===== src/rtl/fifo_wr_gen.sv =====
// FIFO write-side traffic generator: waits for an empty FIFO, then bursts INC/LFSR/CONST/WALK1
// pattern words until the FIFO reports full or the programmed word count is reached.
module fifo_wr_gen #(
   parameter int unsigned       DATA_W    = 8,
   parameter int unsigned       CNT_W     = 16,
   parameter logic [DATA_W-1:0] LFSR_POLY = 8'hB8
) (
   input  logic              clk,
   input  logic              rst_n,
   input  logic              en,
   input  logic [1:0]        mode,
   input  logic [DATA_W-1:0] seed,
   input  logic [CNT_W-1:0]  burst_len,
   input  logic              wrempty,
   input  logic              wrfull,
   output logic [DATA_W-1:0] data,
   output logic              wrreq,
   output logic              busy,
   output logic              burst_done,
   output logic [CNT_W-1:0]  word_cnt
);

   typedef enum logic [1:0] {StIdle, StWaitEmpty, StWrite, StDone} state_e;

   localparam logic [1:0]        MODE_INC   = 2'd0;
   localparam logic [1:0]        MODE_LFSR  = 2'd1;
   localparam logic [1:0]        MODE_CONST = 2'd2;
   localparam logic [1:0]        MODE_WALK1 = 2'd3;
   localparam logic [DATA_W-1:0] DATA_ONE   = {{(DATA_W-1){1'b0}}, 1'b1};
   localparam logic [CNT_W-1:0]  CNT_ONE    = {{(CNT_W-1){1'b0}}, 1'b1};
   localparam logic [CNT_W-1:0]  CNT_MAX    = {CNT_W{1'b1}};

   state_e            state_q;
   logic [1:0]        mode_q;
   logic [CNT_W-1:0]  len_q;
   logic [DATA_W-1:0] data_q;
   logic              wrreq_q;
   logic              busy_q;
   logic              done_q;
   logic [CNT_W-1:0]  cnt_q;

   logic              accept;
   logic              len_hit;
   logic [CNT_W-1:0]  cnt_inc;
   logic [DATA_W-1:0] data_next;
   logic [DATA_W-1:0] data_start;

   always_comb begin
      accept  = wrreq_q & ~wrfull;
      cnt_inc = cnt_q + CNT_ONE;
      // burst_len == 0 means no word limit: only wrfull ends the burst
      len_hit = (len_q != '0) && (cnt_inc == len_q);

      data_next = data_q;
      case (mode_q)
         MODE_INC:   data_next = data_q + DATA_ONE;
         MODE_LFSR:  data_next = data_q[0] ? ((data_q >> 1) ^ LFSR_POLY) : (data_q >> 1);
         MODE_CONST: data_next = data_q;
         MODE_WALK1: data_next = {data_q[DATA_W-2:0], data_q[DATA_W-1]};
         default:    data_next = data_q;
      endcase

      // An all-zero seed would lock up both the LFSR and the walking one
      data_start = seed;
      if (((mode == MODE_LFSR) || (mode == MODE_WALK1)) && (seed == '0)) begin
         data_start = DATA_ONE;
      end
   end

   always_ff @(posedge clk or negedge rst_n) begin
      if (!rst_n) begin
         state_q <= StIdle;
         mode_q  <= MODE_INC;
         len_q   <= '0;
         data_q  <= '0;
         wrreq_q <= 1'b0;
         busy_q  <= 1'b0;
         done_q  <= 1'b0;
         cnt_q   <= '0;
      end else begin
         done_q <= 1'b0;
         case (state_q)
            StIdle: begin
               if (en) begin
                  state_q <= StWaitEmpty;
                  busy_q  <= 1'b1;
               end
            end
            StWaitEmpty: begin
               if (!en) begin
                  state_q <= StIdle;
                  busy_q  <= 1'b0;
               end else if (wrempty) begin
                  state_q <= StWrite;
                  wrreq_q <= 1'b1;
                  data_q  <= data_start;
                  mode_q  <= mode;
                  len_q   <= burst_len;
                  cnt_q   <= '0;
               end
            end
            StWrite: begin
               if (!en) begin
                  // Abort: no completion pulse and the word count is left as is
                  state_q <= StIdle;
                  wrreq_q <= 1'b0;
                  busy_q  <= 1'b0;
               end else begin
                  if (accept) begin
                     data_q <= data_next;
                     if (cnt_q != CNT_MAX) begin
                        cnt_q <= cnt_inc;
                     end
                  end
                  if (wrfull || (accept && len_hit)) begin
                     state_q <= StDone;
                     wrreq_q <= 1'b0;
                     busy_q  <= 1'b0;
                     done_q  <= 1'b1;
                  end
               end
            end
            StDone: begin
               if (en) begin
                  state_q <= StWaitEmpty;
                  busy_q  <= 1'b1;
               end else begin
                  state_q <= StIdle;
               end
            end
            default: begin
               state_q <= StIdle;
               wrreq_q <= 1'b0;
               busy_q  <= 1'b0;
            end
         endcase
      end
   end

   assign data       = data_q;
   assign wrreq      = wrreq_q;
   assign busy       = busy_q;
   assign burst_done = done_q;
   assign word_cnt   = cnt_q;

endmodule

===== config.mk =====
export PLATFORM = sky130hd
export DESIGN_NAME = fifo_wr_gen
export DESIGN_NICKNAME = d
export VERILOG_FILES = /design/src/rtl/fifo_wr_gen.sv
export SDC_FILE = /design/constraint.sdc
export NUM_CORES = 1
export LEC_CHECK = 0
export CORE_MARGIN = 2
export CORE_UTILIZATION = 57
export CTS_CLUSTER_SIZE = 12
export DETAILED_ROUTE_END_ITERATION = 8
export PLACE_DENSITY = 0.95
export SKIP_CTS_REPAIR_TIMING = 1
export SLEW_MARGIN = 5
export SYNTH_ARGS = -nofsm -noshare
export SYNTH_HDL_FRONTEND = slang
export SYNTH_SLANG_ARGS = --single-unit
export TNS_END_PERCENT = 20

===== constraint.sdc =====
create_clock -name clk -period 4.5 [get_ports clk]
set_clock_uncertainty 0.1 [all_clocks]
set_input_delay 0.45 -clock clk [delete_from_list [all_inputs] [get_ports clk]]
set_output_delay 0.45 -clock clk [all_outputs]
set_load 0.02 [all_outputs]

**Word level (Yosys, flattened, before mapping)**

Cells that the tools add are included.

- Input bits: 31
- Output and inout port bits: 27
- Flip-flop bits (word level): 47
- Logic and storage cells: 83

- Bitwise logic cells: 3
- $add $sub $neg: 2
- Equality and inequality tests: 21
- Mux-type cells: 32
- Reduce and logical (&&, ||, !) cells: 17

Operator list:

| kind | count |
|---|---|
| two-way mux 16 bit | 5 |
| two-way mux 8 bit | 6 |
| case mux 16 bit (2 select lines) | 1 |
| case mux 8 bit (3 select lines) | 1 |
| adder 16 x 1 -> 16 bit, second input constant | 1 |
| == test 16 bit | 1 |
| inequality test 16 bit, second input constant | 1 |
| inequality test 2 bit, second input constant | 8 |
| case mux 8 bit (2 select lines) | 1 |
| nonzero test 16 bit | 1 |
| AND reduction 6 bit | 2 |
| == test 2 bit, second input constant | 5 |
| two-way mux 1 bit | 10 |
| two-way mux 2 bit | 5 |
| AND reduction 3 bit | 3 |
| adder 8 x 1 -> 8 bit, second input constant | 1 |
| logical NOT 8 bit | 1 |
| case mux 2 bit (4 select lines) | 1 |
| == test 2 x 1 -> 1 bit, second input constant | 3 |
| inequality test 3 bit, second input constant | 2 |
| logical NOT 2 bit | 2 |
| NOT 3 -> 4 bit | 1 |
| AND reduction 4 bit | 1 |
| logical AND 1 bit | 3 |
| 8 further kinds | 9 |

**Longest topological paths before layout**

Gate-level depths: netlist (run 1).

- Depth in word-level cells: 8
- Depth in mapped cells: 12
- Gate-level depth less buffers: 9

**Worst setup path before layout (run 1)**

Ideal clock, no wire load.

- Path type: register to register
- Start: reg cnt_q[1] (netlist: word_cnt[1])
- End: reg state_q[0]
- Arrival: 2.739 ns
- Buffers on the path: 0
- Clock period less this slack: 2.962 ns
- Library setup time: 0.123 ns
- Required time: 4.277 ns
- Stages on the path, launching flop included: 9
- Slack: 1.538 ns
- Cell sequence: dfrtp_1 ha_1 nor2b_1 or3_1 a21o_1 a221o_4 o41a_1 or4_1 o221a_2

- Word-level cells in the longest chain between the ends: 7

Ends and longest elaborated chain:

| what | line | text |
|---|---|---|
| from (decl) | 40 | `logic [CNT_W-1:0] cnt_q;` |
| from (signal assigned) | 112 | `cnt_q <= cnt_inc;` |
| adder 16 x 1 -> 16 bit | 50 | `cnt_inc = cnt_q + CNT_ONE;` |
| == test 16 bit | 52 | `len_hit = (len_q != '0) && (cnt_inc == len_q);` |
| logical AND 1 bit | 52 |  |
| logical AND 1 bit | 115 | `if (wrfull \|\| (accept && len_hit)) begin` |
| logical OR 1 bit | 115 |  |
| inequality test 3 bit (no line) | - |  |
| AND reduction 3 bit (no line) | - |  |
| to (signal assigned) | 116 | `state_q <= StDone;` |
| to (signal assigned) | 125 | `state_q <= StWaitEmpty;` |
| to (signal assigned) | 128 | `state_q <= StIdle;` |
| to (decl) | 33 | `state_e state_q;` |

No other way between the ends.
A chain may end at the register's enable or synchronous reset.

**Worst setup path in the final report (run 1)**

- Start: reg cnt_q[0] (netlist: word_cnt[0])
- End: reg state_q[0]

Same word-level chain as after synthesis.

==> impl_results.md, run 1 <==
- Status: finished clean
- Clk root buf: clkbuf_8
- Hold Fails Final Rpt: 0
- Largest net degree at the start of global routing: 48
- Vias in the first global route: 2799
- Async S/R FF share, synth: 100.0%
- Internal Power: 1123 uW
- ANT nets after route: 0
- Synth unique cells: 56
- Clk buf depth: 2
- Worst-path cell chain: ha_1, nand3_1, nor4_1, xnor2_1, nand4_1, o41a_1, or4_1, o221a_2
- Register bit total from synthesis: 47
- Pre-Repair DR Iteration Count: 5
- Top FF cell, synth: dfrtp_1
- Critical path class: register to register
- DR WL/cell: 16.99 um
- WP buf/inv: 0
- Reg power frac: 42.1%
- Global-route met1 utilization: 34.99%
- Post-synth top area cell: dfrtp_1
- HPWL after DPL: 5.637 mm
- Min Tclk post-route: 3.272 ns
- GRT Resource Usage Total: 26.73%
- Crit path required time: 4.59 ns
- Number of synthesized flops with an enable pin: 0
- Actual slew at the worst max-slew pin: about 1.0 ns
- Initial antenna violation count: 0
- CP top delay family: simple AND/OR/NAND/NOR gates
- Critical path data arrival time: 3.37 ns
- Syn nets: 382
- Remaining routing DRC violations: 0
- Drt total wl: approximately 7.8 mm
- Port Buffers: 57
- Relative slew slack: 30.60%
- Layer with the highest usage: met2
- Core ar.: 5439 um2
- # IOs: between 50 and 60
- First-pass GRT wire length: 13.14 mm
- Slowest CP cell: nor4_1
- Syn Std Cell Area: between 3000 and 4000 um2
- Seq/Total Area, Yosys: 37.04%
- Worst skew pair latency: 0.30 ns
- M2 GR Usage: 45.90%
- Via count: 2878
- Initial DRC count: 239
- Tightest Hold Check Type: input port to async pin
- Vias per cell: about 6.3
- Fmax: 0.3057 GHz
- Nets: 420
- Peak VDD IR: 0.0003567 V
- Critical path launch point type: register
- Worst-path clk slew: 0.09 ns
- Leak pwr: roughly 0.0015 uW
- Sw power: 838.1 uW
- H-tree depth: 2
- Die width: 78.64 um
- Period utilization: 72.70%
- Worst Slack Setup Final: 1.228 ns
- Final RePlAce weighted congestion: 0.8893
- Core Rows: 27
- TritonCTS Sinks: 47
- RSZ-0062 raised after global routing: false
- Die area: 6184 um2
- Die height: between 70 and 80 um
- Total CTS buffers: 5
- Synth area leaders: dfrtp_1 37%, mux2_2 7.4%, xnor2_1 5.0%, nand2_1 4.5%, o21ai_0 4.4%
- Mean area per synthesized cell: slightly above 9 um2
- Post-Synthesis Cells: 346
- Synthesis-to-layout area growth: 18.95%
- Share of the synthesized area in the top cell type: 37.04%
- Antenna diodes: 0
- Comb pwr share: between 40% and 50%
- GR Layer Usage met3: about 4.3%
- Setup TNS: 0 ns
- Worst-path maximum fanout: 9
- CTS tree: yes
- Syn. warnings: 0
- Initial Util: 58.39%
- Dpl ws: 1.291 ns
- Largest stage delay on the critical path: 0.56 ns
- Final slew viol count: 0
- Max cap viols: 0
- Final setup fails: 0
- P per Cell Area: 519.1 nW/um2
- Clock power frac: 12.7%
- Sw frac: a little over two fifths
- Share of cells above drive strength 1: a little over a tenth
- GR Overflow Total: 0
- Type of destination of the critical path: register
==> area by class of cell <==
cell class,instances,area (um2)
fillers,415,1662
repair buffers,58,573.1
inverters,6,22.52
well taps,72,90.09
clock buffers,5,68.82
clock inverters,3,15.01
flip-flops and latches,47,1176
multi-input cells,266,1832
==> cells by family (layout without fill, tap and decap cells) <==
kind of cell               Yosys count  count (layout)  share of synthesized area, %
AOI/OAI and AO/OA                   83              83                         18.16
xor gates and xnor gates            26              26                         7.171
adders and majority gates            5               5                         1.970
buffers and inverters               33              72                         5.279
DFF                                 47              47                         37.04
muxes                               30              30                         10.28
and+or+nand+nor                    122             122                         20.09
==> path summary, 6_finish.rpt <==
| kind | to | from | slack [ns] | cells after the start |
|---|---|---|---|---|
| setup / recovery | state_q[0] | word_cnt[0] | 1.23 | 8 |
| hold / removal | word_cnt[11] | rst_n | 0.22 | 1 |
| setup reg to reg | state_q[0] | word_cnt[0] | 1.23 | 8 |
| hold reg to reg | len_q[12] | len_q[12] | 0.47 | 1 |
| max in group asynchronous | word_cnt[0] | rst_n | 3.45 | 1 |
| min in group clk | len_q[12] | len_q[12] | 0.47 | 1 |
==> cell usage in the layout, fill, tap and decap left out, drive strengths merged, types with 5 or more instances in the layout <==
master         netlist  layout
nor3                 8       8
and3                 6       6
mux2                21      21
clkdlybuf4s50        0      56
nand2               38      38
o21ai               28      28
nor2                15      15
nand3               17      17
mux2i                9       9
nor4                 7       7
xor2                 8       8
a21oi               13      13
clkbuf              13       5
or3                  7       7
dfrtp               47      47
ha                   5       5
inv                  6       6
nand4                9       9
a22o                12      12
xnor2               18      18
==> worst reg2reg max path, stage by stage, from the launching register on <==
cell and delay, ns:
dfrtp_1 0.52, ha_1 0.35, nand3_1 0.20, nor4_1 0.56, xnor2_1 0.18, nand4_1 0.13
o41a_1 0.46, or4_1 0.52, o221a_2 0.15
==> power by group through the flow <==
stage	clock [uW]	combinational (uW)	sequential [uW]
CTS	255	881	818
finish	250	886	825
global route	279	970	849
floorplan	0	637	762
global placement	0	837	812
detailed placement	0	874	822
==> cells in the mapped netlist (8+ instances only) <==
cell type,count
a21oi_1,13
a22o_1,11
clkbuf_1,12
dfrtp_1,47
mux2_2,21
mux2i_1,9
nand2_1,38
nand3_1,17
nor2_1,15
nor3_1,8
o21ai_0,28
xnor2_1,18
xor2_1,8
==> sequential cells by signal, summed over array words and instances, names as in the netlist <==
signal / cells
len_q: 16
word_cnt: 16
data: 8
mode_q: 2
state_q: 2
burst_done: 1
busy: 1
wrreq: 1
==> per-layer routing <==
layer	up-vias	wire length (um)
met5	-	0
met4	0	76
met3	10	470
met2	131	3880
met1	1393	3337
li1	1344	-
==> stage by stage <==
step	hold slack, ns	std cells	area [um2]	total power [uW]	util (%)
2_1_floorplan	0.05441	346	3176	1399	-
3_3_place_gp	0.4207	449	3694	1649	67.91
3_5_place_dp	0.4392	449	3694	1696	67.91
4_1_cts	0.2539	457	3777	1953	69.45
5_1_grt	0.3069	457	3777	2098	69.45
6_report	0.2209	457	3777	1961	69.45
Note: power is estimated with default switching activity, not from simulation.
==> inputs of run 2 (changes only) <==
--- a/config.mk
+++ b/config.mk
@@ -6,10 +6,10 @@
 export NUM_CORES = 1
 export LEC_CHECK = 0
 export CORE_MARGIN = 2
-export CORE_UTILIZATION = 57
+export CORE_UTILIZATION = 48
 export CTS_CLUSTER_SIZE = 12
 export DETAILED_ROUTE_END_ITERATION = 8
-export PLACE_DENSITY = 0.95
+export PLACE_DENSITY = 0.87
 export SKIP_CTS_REPAIR_TIMING = 1
 export SLEW_MARGIN = 5
 export SYNTH_ARGS = -nofsm -noshare
==> constraint.sdc (replaced) <==
create_clock -name clk -period 2.85 [get_ports clk]
set_clock_uncertainty 0.1 [all_clocks]
set_input_delay 0.285 -clock clk [delete_from_list [all_inputs] [get_ports clk]]
set_output_delay 0.285 -clock clk [all_outputs]
set_load 0.02 [all_outputs]
==> impl_results.md, run 2 (same netlist as run 1, synthesis figures left out) <==
- Core Rows: 29 (was 27)
- Initial antenna violation count: 0 (unchanged)
- Critical path data arrival time: 2.98 ns (was 3.37 ns)
- Setup TNS: -0.03925 ns (was 0 ns)
- Leak pwr: 0.001678 uW (was 0.001528 uW)
- Actual slew at the worst max-slew pin: 0.6608 ns (was 1.038 ns)
- Relative slew slack: 55.95% (was 30.60%)
- Fin cells: 487 (was 457)
- H-tree depth: 2 (unchanged)
- Die height: 85.34 um (was 78.64 um)
- Crit path required time: 2.94 ns (was 4.59 ns)
- Min Tclk post-route: 2.889 ns (was 3.272 ns)
- Status: finished with violations (was finished clean)
- Vias in the first global route: 2840 (was 2799)
- Via count: 2993 (was 2878)
- Largest stage delay on the critical path: 0.52 ns (was 0.56 ns)
- Die area: 7282 um2 (was 6184 um2)
- Drt total wl: 8.351 mm (was 7.766 mm)
- DR WL/cell: 17.15 um (was 16.99 um)
- ANT nets after route: 0 (unchanged)
- GRT Resource Usage Total: 22.65% (was 26.73%)
- Most frequent cells in the layout: 56 x clkdlybuf4s50_1, 44 x dfrtp_1, 38 x nand2_1 (was 56 x clkdlybuf4s50_1, 47 x dfrtp_1, 38 x nand2_1)
- Clk root buf: clkbuf_8 (unchanged)
- Worst skew pair latency: 0.30 ns (about the same)
- GR Overflow Total: 0 (unchanged)
- Port Buffers: 57 (unchanged)
- Layout Utilization: 63.85% (was 69.45%)
- Max cap viols: 0 (unchanged)
- Initial DRC count: 272 (was 239)
- Hold Fails Final Rpt: 0 (unchanged)
- Critical path launch point type: register (unchanged)
- Final RePlAce weighted congestion: 0.9108 (was 0.8893)
- CTS tree: yes (unchanged)
- Antenna diodes: 0 (unchanged)
- # IOs: 58 (unchanged)
- Largest net degree at the start of global routing: 27 (was 48)
- Type of destination of the critical path: register (unchanged)
- First-pass GRT wire length: 13.34 mm (was 13.14 mm)
- Period utilization: 101.4% (was 72.70%)
- Share of cells above drive strength 1: 18.54% (was 10.65%)
- Commonest non-fill, non-tap cell in the layout: clkdlybuf4s50_1 (unchanged)
- Design Area, Final: 4078 um2 (was 3777 um2)
- Peak VDD IR: 0.0005629 V (was 0.0003567 V)
- Failing checks: negative setup slack
- Worst Slack Setup Final: -0.03925 ns (was 1.228 ns)
- Vias per cell: 6.146 (was 6.298)
- Critical path class: register to register (unchanged)
- Nets: 445 (was 420)
- Final slew viol count: 0 (unchanged)
- Slowest CP cell: or4_1 (was nor4_1)
- Core ar.: 6386 um2 (was 5439 um2)
- Remaining routing DRC violations: 0 (unchanged)
- Die width: 85.34 um (was 78.64 um)
- Placed cells: 475 (was 449)
- Fmax: 0.3461 GHz (was 0.3057 GHz)
- Final setup fails: 1 (was 0)
- P per Cell Area: 809.4 nW/um2 (was 519.1 nW/um2)
- RSZ-0062 raised after global routing: true (was false)
- Synthesis-to-layout area growth: 28.41% (was 18.95%)
- Clk buf depth: 2 (unchanged)
- Worst-path cell chain: ha_4, nor2b_4, or3_1, a21o_1, a221o_4, o41a_1, or4_1, o221a_2 (was ha_1, nand3_1, nor4_1, xnor2_1, nand4_1, o41a_1, or4_1, o221a_2)
- WP buf/inv: 0 (unchanged)
- Area after DPL: 3879 um2 (was 3694 um2)
- Worst-path maximum fanout: 2 (was 9)
- Final hold slack: 0.3969 ns (was 0.2209 ns)
- Worst-path clk slew: 0.09 ns (about the same)
- Fill count: 505 (was 415)
- Initial Util: 49.73% (was 58.39%)
- TritonCTS Sinks: 47 (unchanged)
- HPWL after DPL: 6.128 mm (was 5.637 mm)
- Pre-Repair DR Iteration Count: 5 (unchanged)
- Total CTS buffers: 5 (unchanged)
- CP top delay family: compound AO/OA/AOI/OAI gates (was simple AND/OR/NAND/NOR gates)
- Tightest Hold Check Type: input port to async pin (unchanged)
## run 2: through the flow
step	setup WS (ns)	power, uW
CTS	-0.04792	3261
detailed placement	-0.03398	2765
finish	-0.03925	3301
global route	-0.08202	3508
global placement	0.07686	2688
floorplan	0.004399	2218
## run 2: worst register-to-register path, cell delays in order (launching register included)
cell and delay [ns]:
dfrtp_2 0.44, ha_4 0.18, nor2b_4 0.12, or3_1 0.30, a21o_1 0.20, a221o_4 0.36
o41a_1 0.42, or4_1 0.52, o221a_2 0.14
## run 2: report_power, final
part	internal [uW]	switching (uW)	total [uW]	leakage, uW
Sequential	895	391	1290	0.000593
Combinational	780	745	1520	0.00103
Clock	262	229	490	0.0000514
## run 2: final timing paths
check                           depth (start not counted)        start  slack, ns     endpoint
worst max-delay path                                    8  word_cnt[0]      -0.04   state_q[0]
max in group asynchronous                               3        rst_n       1.66        wrreq
worst max register to register                          8  word_cnt[0]      -0.04   state_q[0]
worst min register to register                          2         busy       0.48         busy
worst min-delay path                                    2        rst_n       0.40  word_cnt[0]
min in group clk                                        2         busy       0.48         busy
## run 2: layer usage
metal  track usage, %  routed length (um)  share of wire (%)
met1            28.83                3388                 41
met4            4.762                 112                1.3
met3            3.891                 546                6.5
met2            40.34                4303                 52
met5                0                   0                  0
## run 2: cell type report
class / instances / area, um2 / area share [%]
clock buffer: 6 / 72.57 / 1.780
multi-input combinational: 266 / 1889 / 46.33
tap: 77 / 96.34 / 2.363
clock inverter: 2 / 37.54 / 0.9205
timing repair buffer: 83 / 779.5 / 19.12
sequential: 47 / 1180 / 28.94
inverter: 6 / 22.52 / 0.5523
